$ cat src/rtl/sync_fifo_if.sv
// Handshake and status bundle for sync_fifo; the master drives requests,
// the slave (the FIFO) returns read data and occupancy.
interface sync_fifo_if #(
    parameter int SIZE       = 16,
    parameter int DATA_WIDTH = 8
);
    localparam int CW = $clog2(SIZE + 1);

    logic                  ce;
    logic                  wr_en;
    logic [DATA_WIDTH-1:0] wr_data;
    logic                  rd_en;
    logic [DATA_WIDTH-1:0] rd_data;
    logic                  empty;
    logic                  full;
    logic [CW-1:0]         count;

    modport master (
        output ce, wr_en, wr_data, rd_en,
        input  rd_data, empty, full, count
    );

    modport slave (
        input  ce, wr_en, wr_data, rd_en,
        output rd_data, empty, full, count
    );
endinterface

$ cat src/rtl/sync_fifo.sv
// Single-clock circular-buffer FIFO with registered read data, clock enable
// and synchronous active-high reset; depth need not be a power of two.
module sync_fifo #(
    parameter int SIZE       = 16,
    parameter int DATA_WIDTH = 8
) (
    input  logic         clk,
    input  logic         rst,
    sync_fifo_if.slave   bus
);
    localparam int CW = $clog2(SIZE + 1);
    localparam int PW = $clog2(SIZE);

    logic [DATA_WIDTH-1:0] r_mem [SIZE];
    logic [PW-1:0]         r_wrPtr  = '0;
    logic [PW-1:0]         r_rdPtr  = '0;
    logic [CW-1:0]         r_count  = '0;
    logic [DATA_WIDTH-1:0] r_rdData = '0;

    logic w_empty;
    logic w_full;
    logic w_rdAccept;
    logic w_wrAccept;

    // Wrap explicitly at SIZE-1 so non-power-of-two depths work.
    function automatic logic [PW-1:0] nextPtr(input logic [PW-1:0] ptr);
        return (ptr == PW'(SIZE - 1)) ? '0 : ptr + PW'(1);
    endfunction

    assign w_empty    = (r_count == '0);
    assign w_full     = (r_count == CW'(SIZE));
    assign w_rdAccept = bus.ce && bus.rd_en && !w_empty;
    // A read in the same cycle frees a slot, so a full FIFO can still accept.
    assign w_wrAccept = bus.ce && bus.wr_en && (!w_full || w_rdAccept);

    always_ff @(posedge clk) begin
        if (w_wrAccept && !rst) begin
            r_mem[r_wrPtr] <= bus.wr_data;
        end
    end

    always_ff @(posedge clk) begin
        if (rst) begin
            r_wrPtr  <= '0;
            r_rdPtr  <= '0;
            r_count  <= '0;
            r_rdData <= '0;
        end else begin
            if (w_wrAccept) begin
                r_wrPtr <= nextPtr(r_wrPtr);
            end
            if (w_rdAccept) begin
                r_rdData <= r_mem[r_rdPtr];
                r_rdPtr  <= nextPtr(r_rdPtr);
            end
            case ({w_wrAccept, w_rdAccept})
                2'b10:   r_count <= r_count + CW'(1);
                2'b01:   r_count <= r_count - CW'(1);
                default: r_count <= r_count;
            endcase
        end
    end

    assign bus.rd_data = r_rdData;
    assign bus.count   = r_count;
    assign bus.empty   = w_empty;
    assign bus.full    = w_full;
endmodule

$ cat src/flat_wrapper.sv
// flat-port wrapper written by rule: the top's interface ports become plain ports
module sync_fifo_flat 
#(
    parameter int SIZE       = 16,
    parameter int DATA_WIDTH = 8
)
  (clk, rst, bus_ce, bus_wr_en, bus_wr_data, bus_rd_en, bus_rd_data, bus_empty, bus_full, bus_count);
  sync_fifo_if #(.SIZE(SIZE), .DATA_WIDTH(DATA_WIDTH)) bus_i ();
  input  logic clk;
  input  logic rst;
  input wire logic [$bits(bus_i.ce)-1:0] bus_ce;
  input wire logic [$bits(bus_i.wr_en)-1:0] bus_wr_en;
  input wire logic [$bits(bus_i.wr_data)-1:0] bus_wr_data;
  input wire logic [$bits(bus_i.rd_en)-1:0] bus_rd_en;
  output wire logic [$bits(bus_i.rd_data)-1:0] bus_rd_data;
  output wire logic [$bits(bus_i.empty)-1:0] bus_empty;
  output wire logic [$bits(bus_i.full)-1:0] bus_full;
  output wire logic [$bits(bus_i.count)-1:0] bus_count;
  assign bus_i.ce = bus_ce;
  assign bus_i.wr_en = bus_wr_en;
  assign bus_i.wr_data = bus_wr_data;
  assign bus_i.rd_en = bus_rd_en;
  assign bus_rd_data = bus_i.rd_data;
  assign bus_empty = bus_i.empty;
  assign bus_full = bus_i.full;
  assign bus_count = bus_i.count;
  sync_fifo #(.SIZE(SIZE), .DATA_WIDTH(DATA_WIDTH)) u_core (.clk(clk), .rst(rst), .bus(bus_i));
endmodule
$ cat config.mk
export PLATFORM = sky130hd
export DESIGN_NAME = sync_fifo_flat
export DESIGN_NICKNAME = d
export VERILOG_FILES = /design/src/rtl/sync_fifo_if.sv /design/src/rtl/sync_fifo.sv /design/src/flat_wrapper.sv
export SDC_FILE = /design/constraint.sdc
export NUM_CORES = 1
export LEC_CHECK = 0
export ABC_AREA = 1
export ABC_CLOCK_PERIOD_IN_PS = 3700
export BUFFER_PORTS_ARGS = -buffer_cell sky130_fd_sc_hd__buf_2
export CORE_MARGIN = 5
export CORE_UTILIZATION = 30
export DETAILED_ROUTE_END_ITERATION = 6
export PLACE_DENSITY = 0.55
export SLEW_MARGIN = 15
export SYNTH_ARGS = -nofsm -noshare
export SYNTH_HDL_FRONTEND = slang
export SYNTH_SLANG_ARGS = --single-unit
$ cat constraint.sdc
create_clock -name clk -period 3.7 [get_ports clk]
set_clock_uncertainty 0.2 [all_clocks]
set_input_delay 0.74 -clock clk [delete_from_list [all_inputs] [get_ports clk]]
set_output_delay 0.74 -clock clk [all_outputs]
set_load 0.02 [all_outputs]
==> qor.yml <==
outcome: "finished clean"
synth_top_family_by_area: "simple AND/OR/NAND/NOR gates"
grt_usage_pct: 13.4
numCtsBuffers: 17
layout.nets: 739
max_stage_delay_ns: 0.43
antenna_left: 0
required_ns: 3.81
synth_fa_ha_area_share_pct: 2.00
syn2layout_area_growth_pct: 15.5
start_util_pct: 30.4
power.net_switching_mw: 1.00
syn_avg_cell_area_um2: 9.63
ys_seq_area_share_pct: 64.4
slew_headroom_pct: 46.2
first_pass_iters: 5
fin_crit_ns: 2.62
p_comb_share_pct: 11.1
drt_iter0_drc: 357
fin_util_pct: 35.2
synth-simple-area-share_pct: 22.1
fillerInstances: 2198
path_clk_slew_ns: 0.06
dieHeight_um: 159
drive_above_1_share_pct: 13.4
port_buffers: 27
cts_tree: "done"
worst_pin_slew_ns: 0.807
static-leakage-power_nw: 3.18
remaining_drc_errors: 0
grt_max_degree: 68
path_max_fanout: 21
irDropWorstVdd_mv: 0.367
synth_compound_area_share_pct: 2.08
syn_nets: 711
power_frac_clock_pct: 44.2
via_per_inst: 4.50
hold_viol: 0
h-tree-depth: 4
hold_depth: 2
cp-start-kind: "register"
synthCells: 688
place_area_mm2: 0.00702
grt_pass1_wl_um: 24700
routedWlPerCell_um: 15.9
drv_cap: 0
seq_area_mm2: 0.00427
cpMostUsedCell: "nand2_1"
tns_ns: 0
p_seq_share_pct: 44.7
num_vias: 4537
cts_setup_buffers: 0
antenna_found_initial: 0
fmax_ghz: 0.382
final_common_cell: "nand2_1"
hp-class: "reg -> reg"
yosys_warnings: 0
r2r_cells: 15
finalSetupViolCount: 0
clock_sink_count: 149
clkLatencyLatePin_ns: 0.42
ios: 28
clockRootBuffer: "clkbuf_16"
fin_crit_sh_pct: 70.8
path_class: "reg -> reg"
cts_hold_buf: 0
syn_area_mm2: 0.00662
cts-resized-gates: 0
placementRows: 54
rsz0062_at_grt: "no"
diodes: 0
die_w_um: 159
critPathArrivalTime_ns: 2.73
cts_buffer_depth: 2
multi_input_area_mm2: 0.00175
ys_types: 24
p_sw_share_pct: 23.9
grt_pass1_vias: 4427
critPathCaptureType: "register"
synth_seq_cells: 149
power.density_mw_per_mm2: 548
fp.dieArea_mm2: 0.0252
power.internal_mw: 3.19
core_mm2: 0.0218
finalMaxSlewViolations: 0
worst_path_max_delay_cell: "dfxtp_1"
finalInstanceArea_mm2: 0.00765
path_cells: "nor2_2 -> nand3_1 -> nand2_2 -> inv_2 -> ha_1 -> inv_1 -> fa_1 -> inv_1 -> nand3_1 -> nand2_1 -> nand2_1 -> nand3_1 -> nand2_1 -> nand2_1 -> nor2_1"
final_cell_mix: "nand2_1 (187), edfxtp_1 (128), nand3_1 (103), inv_1 (77), nor2_1 (58)"
synth-xor-area-share_pct: 0.264
synthMuxAreaShare_pct: 0
whs_ns: 0.303
wirelength_um: 16000
grt_overflow: 0
gp_congestion: 0.788
place_hpwl_um: 10100
==> per-stage QoR <==
step	setup WS, ns	std cells	power [mW]
2_1_floorplan	1.11	688	2.23
3_3_place_gp	0.822	977	2.38
3_5_place_dp	0.742	977	2.38
4_1_cts	1.06	1009	4.24
5_1_grt	0.812	1009	4.37
6_report	1.08	1009	4.20
==> cell type report <==
type	instances	share of cell area, %
multi-input combinational	392	22.9
timing repair buffer	35	2.55
sequential	149	55.7
clock buffer	22	5.94
inverter	121	5.94
tap	280	4.58
clock inverter	10	2.32
==> cell families after synthesis <==
kind of cell	Yosys count
XOR/XNOR	2
buffers and inverters	147
AND/OR/NAND/NOR	353
adder cells (fa/ha/maj)	10
AO/OA/AOI/OAI	27
flip-flops	149
==> worst paths after layout <==
check / to / slack, ns / startpoint
min reg2reg: u_core.r_rdPtr[3]$_SDFFE_PP0P_ / 0.30 / u_core.r_rdPtr[3]$_SDFFE_PP0P_
max reg2reg: u_core.bus.count[4]$_SDFFE_PP0P_ / 1.08 / u_core.bus.count[1]$_SDFFE_PP0P_
max: u_core.bus.count[4]$_SDFFE_PP0P_ / 1.08 / u_core.bus.count[1]$_SDFFE_PP0P_
min: u_core.r_rdPtr[3]$_SDFFE_PP0P_ / 0.30 / u_core.r_rdPtr[3]$_SDFFE_PP0P_
==> layer usage <==
layer,vias up,GRT usage (%),wire [um]
met1,2153,18.5,7570
met3,18,3.15,680
li1,2267,-,-
met2,99,21.1,7540
met4,0,3.94,254
met5,-,0,0
==> registers in the layout, indices dropped and copies added (netlist names) <==
signal	flops
u_core.r_mem	128
u_core.r_wrPtr	4
u_core.r_rdPtr	4
u_core.bus.count	5
u_core.bus.rd_data	8
==> cells in the mapped netlist, drive strengths merged <==
| cell type | number | area share [%] |
|---|---|---|
| a21oi | 10 | 0.76 |
| buf | 24 | 2.2 |
| clkbuf | 2 | 0.11 |
| clkinv | 13 | 0.74 |
| dfxtp | 21 | 6.3 |
| edfxtp | 128 | 58 |
| fa | 1 | 0.30 |
| ha | 9 | 1.7 |
| inv | 108 | 6.1 |
| nand2 | 188 | 11 |
| nand3 | 103 | 7.8 |
| nand4 | 2 | 0.19 |
| nor2 | 60 | 3.5 |
| o211ai | 1 | 0.11 |
| o21ai | 16 | 1.2 |
| xnor2 | 1 | 0.13 |
| xor2 | 1 | 0.13 |
==> power groups by stage <==
stage | sequential [mW] | clock [mW] | combinational [mW]
3_5_place_dp | 1.91 | 0 | 0.470
6_report | 1.88 | 1.85 | 0.465
3_3_place_gp | 1.91 | 0 | 0.467
5_1_grt | 1.88 | 1.97 | 0.528
2_1_floorplan | 1.93 | 0 | 0.297
4_1_cts | 1.88 | 1.89 | 0.473
==> critical path: cells and delay by family (launching register included) <==
| family | cells | cell delay (ns) |
|---|---|---|
| flip-flops | 1 | 0.43 |
| adder cells (fa/ha/maj) | 2 | 0.72 |
| AND/OR/NAND/NOR | 10 | 0.73 |
| buffers and inverters | 3 | 0.43 |
Power figures use the tool's default switching activity.
